[config.mk]
export PLATFORM = sky130hd
export DESIGN_NAME = prio_encoder_rr
export DESIGN_NICKNAME = d
export VERILOG_FILES = /design/src/rtl/prio_encoder_rr.sv
export SDC_FILE = /design/constraint.sdc
export NUM_CORES = 1
export LEC_CHECK = 0
export ABC_AREA = 1
export BUFFER_PORTS_ARGS = -buffer_cell sky130_fd_sc_hd__buf_4
export CAP_MARGIN = 20
export CORE_AREA = 3 3 52 54
export DETAILED_ROUTE_END_ITERATION = 8
export DIE_AREA = 0 0 55 57
export HOLD_SLACK_MARGIN = 0.15
export PLACE_DENSITY = 0.77
export REMOVE_ABC_BUFFERS = 1
export SYNTH_ARGS = -nofsm -noshare
export SYNTH_HDL_FRONTEND = slang
export SYNTH_SLANG_ARGS = --single-unit
[constraint.sdc]
create_clock -name clk -period 3.31 [get_ports clk]
set_input_delay 0.331 -clock clk [delete_from_list [all_inputs] [get_ports clk]]
set_output_delay 0.331 -clock clk [all_outputs]
set_load 0.03 [all_outputs]
[src/rtl/prio_encoder_rr.sv]
// Registered N-way priority encoder with fixed-priority or round-robin winner
// selection. The winner index and its one-hot vector are presented behind a
// valid/ready handshake.
module prio_encoder_rr #(
  parameter  int N     = 8,
  localparam int IDX_W = $clog2(N)
) (
  input  logic             clk,
  input  logic             rst,
  input  logic             en,
  input  logic             mode,
  input  logic [N-1:0]     req,
  output logic             out_valid,
  input  logic             out_ready,
  output logic [IDX_W-1:0] out_idx,
  output logic [N-1:0]     out_onehot
);

  logic             out_valid_q;
  logic [IDX_W-1:0] out_idx_q;
  logic [N-1:0]     out_onehot_q;
  logic [IDX_W-1:0] ptr_q;
  logic [IDX_W-1:0] ptr_d;

  logic             load;
  logic             handshake;
  logic [N-1:0]     req_eff;
  logic [N-1:0]     ge_mask;
  logic [N-1:0]     masked_req;
  logic [N-1:0]     sel_vec;
  logic [N-1:0]     win_onehot;
  logic [IDX_W-1:0] win_idx;

  function automatic logic [IDX_W-1:0] lowest_set(input logic [N-1:0] v);
    logic [IDX_W-1:0] idx;
    idx = '0;
    for (int i = N - 1; i >= 0; i--) begin
      if (v[i]) idx = IDX_W'(i);
    end
    return idx;
  endfunction

  assign load      = !out_valid_q || out_ready;
  assign handshake = out_valid_q && out_ready;
  assign req_eff   = en ? req : '0;

  // The winner loaded on a handshake edge must already see the advanced
  // pointer, otherwise round-robin would repeat each grant twice.
  always_comb begin
    ptr_d = ptr_q;
    if (handshake && mode) begin
      if (out_idx_q == IDX_W'(N - 1)) ptr_d = '0;
      else                            ptr_d = out_idx_q + 1'b1;
    end
  end

  genvar gi;
  generate
    for (gi = 0; gi < N; gi++) begin : g_mask
      assign ge_mask[gi] = (IDX_W'(gi) >= ptr_d);
    end
  endgenerate

  assign masked_req = req_eff & ge_mask;

  always_comb begin
    sel_vec = req_eff;
    if (mode && (|masked_req)) sel_vec = masked_req;
  end

  // Isolating the lowest set bit yields the one-hot directly.
  assign win_onehot = sel_vec & (~sel_vec + N'(1));
  assign win_idx    = lowest_set(sel_vec);

  always_ff @(posedge clk or posedge rst) begin
    if (rst) begin
      out_valid_q  <= 1'b0;
      out_idx_q    <= '0;
      out_onehot_q <= '0;
      ptr_q        <= '0;
    end else begin
      ptr_q <= ptr_d;
      if (load) begin
        out_valid_q  <= |sel_vec;
        out_idx_q    <= win_idx;
        out_onehot_q <= win_onehot;
      end
    end
  end

  assign out_valid  = out_valid_q;
  assign out_idx    = out_idx_q;
  assign out_onehot = out_onehot_q;

endmodule

==> summary.txt <==
Floorplan
  – Number of top-level pins: 25
  – Initial Util: 49.1%
  – Die Span Y: 57 um
  – Die outline area: 3140 um^2
  – Core Rows: 17
  – Die boundary width: 55 um
  – Placeable core region: 2250 um^2

Routing
  – Remaining DRCs: 0
  – Iteration-0 DRC Markers: 31
  – Detailed Route WL: 2620 um
  – Wire length per cell after detailed routing: 11.8 um
  – Post-detailed-route via-to-cell ratio: 5.09
  – Number of vias in the routed layout: 1134
  – Residual antenna-violating net count after detailed routing: 0
  – First drt pass iteration count: 4

Global routing
  – Vias in the first global route: 1043
  – Overflow left after global routing: 0
  – Antenna violations before repair: 0
  – GR Util All Layers: 18.9%
  – Wire length of the first global-routing pass: 4440 um
  – Maximum number of pins on one net before global-route repair: 16

Power and ir drop
  – IR drop worst, VDD: 0.000283 V
  – Clock share of power: 13.8%
  – Gate power share: 53.7%
  – Switching power total: 0.378 mW
  – Part of the power in registers: 32.5%
  – Final total power: 0.797 mW
  – Power density over the cells: 594 nW/um^2
  – Cell-internal power: 0.419 mW
  – Sw Share: 47.4%
  – Lkg Pwr: 0.821 nW

STA
  – Number of pins exceeding their max-slew limit in the final report: 0
  – Fraction of the cycle the final worst path needs: 72.3%
  – Max_slew headroom: 62.4%
  – Fin crit period: 2390 ps
  – RSZ-0062 raised after global routing: no
  – Total count of hold-check failures in the final report: 0
  – Slew at the pin closest to its max-slew limit: 563 ps
  – Clock skew: 0.682 ps
  – Final setup fails: 0
  – Setup_tns: 0 ps
  – Upper clock frequency limit: 418 MHz

Yosys
  – Total of flip-flops plus latches after synthesis: 15
  – Cells taking the most area after synthesis: dfrtp_1 (34%), nand2_1 (22%), inv_1 (6.8%)
  – Fraction of post-synthesis cell area in the top cell type by area: 33.9%
  – Async SR Flop Fraction: 100%
  – Most repeated cell in the gate-level netlist after synthesis: nand2_1
  – Top cells by instance count after synthesis: nand2_1 (64), inv_1 (20), nor2_1 (18)
  – Seq/Total Area, Yosys: 33.9%
  – Post-Syn Instances: 169
  – Commonest register cell after synthesis: dfrtp_1
  – Post-synth cell types: 20
  – Post-synth EDFFs: 0
  – Post-synthesis instance area: 1110 um^2
  – Cell type with the highest aggregate area in the netlist: dfrtp_1
  – Synth warn: 0
  – Post-Syn Area per Cell: 6.55 um^2

Critical path
  – Cells along the critical path: ha_1, ha_1, nor2_1, inv_1, nand2_1, nand2_1, o21ai_0, nand2_1, nor2_1, nand2_2, nand2_4, nand2_2, nand3_2, nor2_2, a21oi_1, nand2_1
  – Cell type with the highest occurrence count on the critical path: nand2_1
  – Category of the worst setup path launch point: flop
  – Crit Reg-Reg Endpoint: out_idx[1]
  – Critical Path Start: out_idx[0]
  – Setup slack of the most critical reg-to-reg path: 920 ps
  – R2r startpoint: out_idx[0]
  – R2R depth: 16
  – Maximum net fanout on the critical path: 8
  – Critical path endpoint: out_idx[1]
  – CP endpoint kind: flop
  – Slowest cell on the critical path: dfrtp_1
  – Type of the worst setup path: flop to flop
  – Slowest cell delay on critical path: 420 ps
  – Required time of the critical path: 3500 ps
  – Critical path arrival: 2580 ps

Final layout
  – Count of nets after finishing: 211
  – Count of filler cells inserted in the layout: 217
  – Layout overhead on the synthesized area: 21.1%
  – Number of inserted diodes: 0
  – Layout cell share with drive strength beyond 1: 27.2%

Clocking
  – Clk slew on worst S/H paths: 90 ps
  – Clock insertion delay at the later pin of the skew report: 290 ps
  – Maximum root-to-sink buffer count: 2
  – Clk sinks: 15
  – Clock H-tree levels: 1
  – Clock Root Buffer: clkbuf_4
  – TritonCTS clock tree: built
  – Post-CTS Setup Inserts: 0
  – Number of gates given a new drive strength after cts: 0
  – Hold Buf Count CTS: 1
  – Inserted Clock Buffers: 3

Status
  – Result of the run: complete, no violations

Place
  – Final weighted congestion in routability-driven placement: 0.923
  – Half-perimeter wire length after placement: 2120 um
  – Buffers added on ports: 24

Job
  – Number of maximum-capacitance constraint violations: 0

Hold path
  – Hold crit path type: input pin to flop
==> metal layers <==
layer | GRT usage (%) | up-vias | share of wire, %
met4 | 9.38 | 0 | 2.7
met2 | 31.3 | 36 | 50
met5 | 0 | - | 0
li1 | - | 577 | -
met3 | 1.57 | 7 | 4.4
met1 | 24.0 | 514 | 43
==> critical path, delay by kind of cell, from the launching register on <==
| family | cells | cell delay (ps) |
|---|---|---|
| adders and majority gates | 2 | 380 |
| buffers and inverters | 1 | 50 |
| and+or+nand+nor | 11 | 1070 |
| DFF | 1 | 420 |
| AOI/OAI and AO/OA | 2 | 350 |
==> sequential cells by signal, summed over array words and instances, names as in the netlist <==
signal and count:
ptr_q 3, out_onehot 8, out_valid 1, out_idx 3
==> placed cells by master, fill, tap and decap left out, types with 3 or more instances in the layout <==
cell type / count
nand2_1: 64
buf_4: 24
inv_1: 20
nor2_1: 18
dfrtp_1: 15
nand2_2: 12
nand3_1: 8
nand4_1: 6
a21oi_1: 5
nor2_2: 4
nand3_2: 3
clkbuf_4: 3
==> cells by family (layout without fill, tap and decap cells) <==
group / Yosys count / count (layout) / synth area share [%]
and+or+nand+nor: 119 / 119 / 50.1
DFF: 15 / 15 / 33.9
buffers and inverters: 24 / 50 / 8.81
AOI/OAI and AO/OA: 9 / 9 / 4.97
adders and majority gates: 2 / 2 / 2.26
==> how the worst min path moves through the flow <==
stage               cells past startpoint            end      start  slack [ps]
CTS                                     3       ptr_q[2]  out_ready         450
floorplan                               1     out_idx[0]        rst         230
global placement                        2  out_onehot[2]        rst         420
finish                                  3       ptr_q[1]  out_ready         430
detailed placement                      2  out_onehot[2]        rst         430
global route                            3       ptr_q[1]  out_ready         460
==> per-stage QoR <==
step                worst slack [ps]  instances  util (%)  instance area, um^2  hold slack (ps)
finish                           918        223      59.5                 1340              431
global route                     678        223      59.5                 1340              457
CTS                              933        223      59.5                 1340              445
detailed placement               967        218      57.8                 1300              434
global placement                1020        218      57.8                 1300              415
floorplan                        988        166         -                 1090              232
==> power by group through the flow <==
stage	Combinational [mW]	Clock (mW)	Sequential, mW
floorplan	0.251	0	0.317
global placement	0.418	0	0.259
detailed placement	0.425	0	0.263
CTS	0.428	0.109	0.260
global route	0.476	0.117	0.266
finish	0.428	0.110	0.259
==> layout make-up <==
class                   count  area (um^2)  area share [%]
multi-input cells         130          634            47.3
flip-flops and latches     15          375            28.0
repair buffers             25          190            14.2
inverters                  21         78.8            5.88
well taps                  28         35.0            2.61
clock buffers               3         22.5            1.68
clock inverters             1         5.00           0.373
No activity file was read; power rests on OpenSTA's default activity.
